**config.mk**
```make
export PLATFORM = sky130hd
export DESIGN_NAME = nco_update_ctrl
export DESIGN_NICKNAME = d
export VERILOG_FILES = /design/src/rtl/nco_update_pkg.sv /design/src/rtl/nco_rr_arb2.sv /design/src/rtl/nco_update_ctrl.sv
export SDC_FILE = /design/constraint.sdc
export NUM_CORES = 1
export LEC_CHECK = 0
export ABC_AREA = 1
export CAP_MARGIN = 10
export CORE_UTILIZATION = 70
export CTS_BUF_LIST = sky130_fd_sc_hd__clkbuf_2 sky130_fd_sc_hd__clkbuf_4 sky130_fd_sc_hd__clkbuf_8
export DETAILED_ROUTE_END_ITERATION = 8
export DONT_BUFFER_PORTS = 1
export MAX_ROUTING_LAYER = met4
export PLACE_DENSITY = 0.86
export SLEW_MARGIN = 40
export SYNTH_ARGS = -nofsm -noshare
export SYNTH_HDL_FRONTEND = slang
export SYNTH_SLANG_ARGS = --single-unit
```
**constraint.sdc**
```tcl
create_clock -name clk -period 4.5 [get_ports clk]
set_clock_uncertainty 0.1 [all_clocks]
set_input_delay 0.675 -clock clk [delete_from_list [all_inputs] [get_ports clk]]
set_output_delay 0.675 -clock clk [all_outputs]
set_load 0.01 [all_outputs]
```
**src/rtl/nco_update_pkg.sv**
```systemverilog
// Shared types and constants for the NCO update controller.
// States, host mask bit positions, waveform codes and default widths.
package nco_update_pkg;

    typedef enum logic [1:0] {
        IDLE,
        GRANT,
        WAIT_WRAP,
        COMMIT
    } state_t;

    localparam int MASK_EN   = 0;
    localparam int MASK_WAVE = 1;
    localparam int MASK_FREQ = 2;
    localparam int MASK_DUTY = 3;

    localparam logic [1:0] WAVE_SINE   = 2'b00;
    localparam logic [1:0] WAVE_SQUARE = 2'b01;
    localparam logic [1:0] WAVE_TRI    = 2'b10;
    localparam logic [1:0] WAVE_SAW    = 2'b11;

    localparam int DEF_FREQ_W  = 64;
    localparam int DEF_DUTY_W  = 16;
    localparam int DEF_TIMEOUT = 1024;

endpackage

```
**src/rtl/nco_rr_arb2.sv**
```systemverilog
// Two-way round-robin arbiter: req[0] host, req[1] sweep.
// Last-grant register resets to sweep so the host wins the first tie.
module nco_rr_arb2 (
    input  logic       clk,
    input  logic       reset_n,
    input  logic [1:0] req,
    input  logic       en,
    output logic [1:0] grant
);

    logic last_sweep;

    always_comb begin
        grant = 2'b00;
        if (en) begin
            unique case (req)
                2'b01:   grant = 2'b01;
                2'b10:   grant = 2'b10;
                2'b11:   grant = last_sweep ? 2'b01 : 2'b10;
                default: grant = 2'b00;
            endcase
        end
    end

    always_ff @(posedge clk or negedge reset_n) begin
        if (!reset_n) begin
            last_sweep <= 1'b1;
        end else if (|grant) begin
            last_sweep <= grant[1];
        end
    end

endmodule

```
**src/rtl/nco_update_ctrl.sv**
```systemverilog
// Glitch-free NCO parameter update controller (host + sweep sources).
// Optional WAIT_WRAP watchdog: define NCO_UPDATE_TIMEOUT_EN.
module nco_update_ctrl
    import nco_update_pkg::*;
#(
    parameter int FREQ_W  = DEF_FREQ_W,
    parameter int DUTY_W  = DEF_DUTY_W,
    parameter int TIMEOUT = DEF_TIMEOUT
) (
    input  logic              clk,
    input  logic              reset_n,
    input  logic              h_req,
    input  logic [3:0]        h_mask,
    input  logic              h_enable,
    input  logic [1:0]        h_wave,
    input  logic [FREQ_W-1:0] h_freq,
    input  logic [DUTY_W-1:0] h_duty,
    output logic              h_ack,
    input  logic              s_req,
    input  logic [FREQ_W-1:0] s_freq,
    output logic              s_ack,
    input  logic              phase_wrap,
    output logic              enable,
    output logic [1:0]        wave,
    output logic [FREQ_W-1:0] frequency,
    output logic [DUTY_W-1:0] duty_cycle,
    output logic              commit,
    output logic              busy,
    output logic              timeout_err
);

    state_t            state;
    logic [1:0]        grant;
    logic              gnt_sweep;
    logic              sh_en;
    logic [1:0]        sh_wave;
    logic [FREQ_W-1:0] sh_freq;
    logic [DUTY_W-1:0] sh_duty;

`ifdef NCO_UPDATE_TIMEOUT_EN
    localparam int CNT_W = $clog2(TIMEOUT + 1);
    logic [CNT_W-1:0] wait_cnt;
    logic             terr;
    assign timeout_err = terr;
`else
    // No watchdog built; the flag is constant low.
    assign timeout_err = (TIMEOUT < 0);
`endif

    nco_rr_arb2 u_arb (
        .clk     (clk),
        .reset_n (reset_n),
        .req     ({s_req, h_req}),
        .en      (state == IDLE),
        .grant   (grant)
    );

    assign busy = (state != IDLE);

    always_ff @(posedge clk or negedge reset_n) begin
        if (!reset_n) begin
            state      <= IDLE;
            gnt_sweep  <= 1'b0;
            enable     <= 1'b0;
            wave       <= WAVE_SINE;
            frequency  <= '0;
            duty_cycle <= '0;
            commit     <= 1'b0;
            h_ack      <= 1'b0;
            s_ack      <= 1'b0;
            sh_en      <= 1'b0;
            sh_wave    <= WAVE_SINE;
            sh_freq    <= '0;
            sh_duty    <= '0;
`ifdef NCO_UPDATE_TIMEOUT_EN
            wait_cnt   <= '0;
            terr       <= 1'b0;
`endif
        end else begin
            commit <= 1'b0;
            h_ack  <= 1'b0;
            s_ack  <= 1'b0;
            unique case (state)
                IDLE: begin
                    if (|grant) begin
                        gnt_sweep <= grant[1];
                        state     <= GRANT;
                    end
                end
                GRANT: begin
                    // Unselected fields carry the applied value forward.
                    if (gnt_sweep) begin
                        sh_en   <= enable;
                        sh_wave <= wave;
                        sh_freq <= s_freq;
                        sh_duty <= duty_cycle;
                    end else begin
                        sh_en   <= h_mask[MASK_EN]   ? h_enable : enable;
                        sh_wave <= h_mask[MASK_WAVE] ? h_wave   : wave;
                        sh_freq <= h_mask[MASK_FREQ] ? h_freq   : frequency;
                        sh_duty <= h_mask[MASK_DUTY] ? h_duty   : duty_cycle;
                    end
`ifdef NCO_UPDATE_TIMEOUT_EN
                    wait_cnt <= '0;
`endif
                    state <= enable ? WAIT_WRAP : COMMIT;
                end
                WAIT_WRAP: begin
                    if (phase_wrap) begin
                        state <= COMMIT;
                    end
`ifdef NCO_UPDATE_TIMEOUT_EN
                    else if (wait_cnt == CNT_W'(TIMEOUT - 1)) begin
                        state <= COMMIT;
                        terr  <= 1'b1;
                    end else begin
                        wait_cnt <= wait_cnt + 1'b1;
                    end
`endif
                end
                COMMIT: begin
                    enable     <= sh_en;
                    wave       <= sh_wave;
                    frequency  <= sh_freq;
                    duty_cycle <= sh_duty;
                    commit     <= 1'b1;
                    h_ack      <= ~gnt_sweep;
                    s_ack      <= gnt_sweep;
                    state      <= IDLE;
                end
                default: state <= IDLE;
            endcase
        end
    end

endmodule

```
==> out/metrics.csv <==
stage;metric;value;unit
route;vias after detailed routing;6892;
synth;Post-synth top cells;nand2_1 (602), dfrtp_1 (172), nor2_1 (150);
critical_path;delay of the slowest critical-path stage;0.61;ns
synth;Yosys cell types;17;
floorplan;die area;12200;um^2
timing;RSZ-0062 raised after global routing;no;
power;VDD IR-drop max;0.000406;V
synth;Mapped Nets;1296;
finish;share of cells above drive strength 1;3.89;%
grt;initial antenna violation count;0;
floorplan;starting density of the core;72.0;%
timing;final hold vios;172;
synth;Mean Syn Cell Area;7.24;um^2
timing;Worst Tran Pin Value;0.757;ns
min_path;worst min-delay path class;in -> async;
finish;nets;1252;
route;drt first pass iters;5;
grt;All-Layer GR Usage;33.3;%
clocking;CTS buffer count;17;
route;Routed WL;19000;um
synth;post-synthesis sequential area ratio;52.6;%
critical_path;most used cell, CP;nand2_1;
route;drt drc;0;
power;total power;6430;uW
grt;vias in the first global route;6503;
critical_path;Critical Path AT;2.77;ns
power;switching pwr;2740;uW
grt;largest net degree at the start of global routing;174;
synth;largest area contributor in the synthesized netlist;dfrtp_1;
power;LEAKAGE;0.00463;uW
timing;setup TNS;0;ns
clocking;Longest Clk Path Bufs;2;
grt;total gr overflow;0;
timing;Fin Hold WS;-0.179;ns
route;DR iter-0 viols;692;
critical_path;critical path's slowest cell;buf_4;
job;number of max-cap violations;0;
clocking;clock slew at reported path FFs;0.08;ns
synth;Synth Instances;1136;
critical_path;CP max FO;88;
timing;final critical-path required period;2.53;ns
clocking;# H-tree levels;4;
synth;top-count cell post-synth;nand2_1;
power;Clk network pwr share;18.6;%
floorplan;Die Ht;110;um
synth;Post-synth ARST share;100;%
floorplan;boundary pin count;244;
floorplan;Core ar.;11400;um^2
power;sequential power share;46.4;%
status;failing checks;hold timing;
clocking;Post-CTS Repair Setup Buffers;0;
clocking;total clock sinks;173;
floorplan;Site Rows;39;
placed_design;gpl congestion;0.842;
synth;Synth Flop Type;dfrtp_1;
grt;first-pass GRT wire length;31600;um
clocking;worst skew pair latency;0.45;ns
critical_path;Worst setup SP type;flip-flop;
timing;Final Max Tran Viols;0;
synth;number of synthesized flops with an enable pin;0;
critical_path;CP cell instances;inv_1, ha_2, inv_6, buf_4, nor2_1, nand2_1, nand2_1;
placed_design;Buffers on Ports;0;
timing;Period Utilization, post-route;56.3;%
critical_path;Required @ worst endpoint;4.74;ns
synth;Synth area leaders;dfrtp_1 (52%), nand2_1 (27%), nor2_1 (6.8%), nand3_1 (4.1%), buf_2 (2.6%);
power;combinational power share;35.0;%
finish;fill count;908;
synth;Post-Syn Area;8230;um^2
clocking;CTS tree;done;
power;Switching Fraction;42.5;%
placed_design;DPL Wire Length;11800;um
synth;Synth top area share;52.3;%
status;run status;complete, but fails checks;
route;routed len/inst;15.2;um
route;Via density;5.53;
finish;Ant. Diodes;0;
power;power per cell area;751;nW/um^2
power;Int Power;3690;uW
timing;f_max;0.395;GHz
clocking;Clock Tree Root;clkbuf_8;
synth;synth warn;0;
critical_path;critical path capture point type;flip-flop;
timing;Setup-failing EPs final;0;
timing;Max-slew headroom;49.5;%
finish;Area Overhead vs Synth;4.03;%
route;ANT nets after route;0;
synth;Yosys reg bits;173;
critical_path;Setup CP Type;reg -> reg;
clocking;post_cts resized;0;
floorplan;die width;110;um
## through the flow
| step | setup WS, ns | std cells | utilization [%] | instance area, um^2 | hold WS [ns] |
|---|---|---|---|---|---|
| after global placement | 1.72 | 1216 | 70.9 | 8090 | 0.283 |
| after floorplan | 2.91 | 1136 | - | 8230 | 0.279 |
| after detailed placement | 1.60 | 1216 | 70.9 | 8100 | 0.284 |
| after CTS | 1.61 | 1247 | 74.9 | 8550 | -0.212 |
| final | 1.97 | 1247 | 74.9 | 8560 | -0.179 |
| after global routing | 1.76 | 1247 | 74.9 | 8560 | -0.211 |
## path summary, 6_finish.rpt
check	start	to	slack (ns)	cells after the start
worst min register to register	sh_freq[31]$_DFFE_PN0N_	frequency[31]$_DFFE_PN0P_	0.38	2
max in group asynchronous	reset_n	u_arb.last_sweep$_DFFE_PN1P_	4.23	0
worst min-delay path	reset_n	sh_freq[58]$_DFFE_PN0N_	-0.18	0
min in group clk	s_req	u_arb.last_sweep$_DFFE_PN1P_	0.28	2
worst max register to register	state[1]$_DFFE_PN0P_	sh_freq[53]$_DFFE_PN0N_	1.97	7
worst max-delay path	state[1]$_DFFE_PN0P_	sh_freq[53]$_DFFE_PN0N_	1.97	7
## cell usage in the layout, fill, tap and decap left out, types with 2 or more instances in the layout
master,n
inv_4,2
ha_1,2
o21ai_0,35
nand2_1,602
o21ai_1,5
dfrtp_1,172
nor2_1,150
nand3_1,68
inv_1,25
bufinv_16,3
buf_4,3
clkinv_2,2
clkbuf_8,25
## cells by family after synthesis
| group | Yosys count | share of synthesized area [%] |
|---|---|---|
| AO/OA/AOI/OAI | 41 | 2.49 |
| adder cells (fa/ha/maj) | 4 | 0.608 |
| buffers and inverters | 96 | 5.67 |
| flip-flops | 173 | 52.6 |
| other | 1 | 0.0456 |
| AND/OR/NAND/NOR | 821 | 38.5 |
## critical path, delay by kind of cell, from the launching register on
kind          cells  cell delay, ns
fa+ha+maj         1            0.33
buf+inv           3            1.24
flops             1            0.44
simple gates      3            0.28
## layer usage
layer | vias up | share of wire [%] | global-route usage, %
met5 | - | 0 | -
met4 | 0 | 3.6 | 14.8
met3 | 55 | 8.3 | 8.34
met2 | 305 | 47 | 50.4
met1 | 3179 | 41 | 42.8
li1 | 3353 | - | -
## state kept, by name (all words and copies together), names as in the netlist, 2 cells and up
signal      cells
wave            2
sh_duty        16
frequency      64
sh_wave         2
state           2
duty_cycle     16
sh_freq        64
## cell type report
type / instances / area (um^2) / area share [%]
Clock inverter: 5 / 100 / 1.17
Multi-Input combinational cell: 867 / 3440 / 40.2
Inverter: 29 / 119 / 1.39
Tap cell: 143 / 179 / 2.09
Timing Repair Buffer: 4 / 33.8 / 0.395
Clock buffer: 26 / 352 / 4.11
Sequential cell: 173 / 4330 / 50.6
## power groups by stage
stage	clock network (uW)	registers [uW]	logic [uW]
floorplan	0	2820	1940
global placement	0	2970	2140
detailed placement	0	2990	2250
CTS	1210	2970	2260
global route	1260	3060	2620
finish	1190	2980	2250
(Power assumes the default switching activity.)
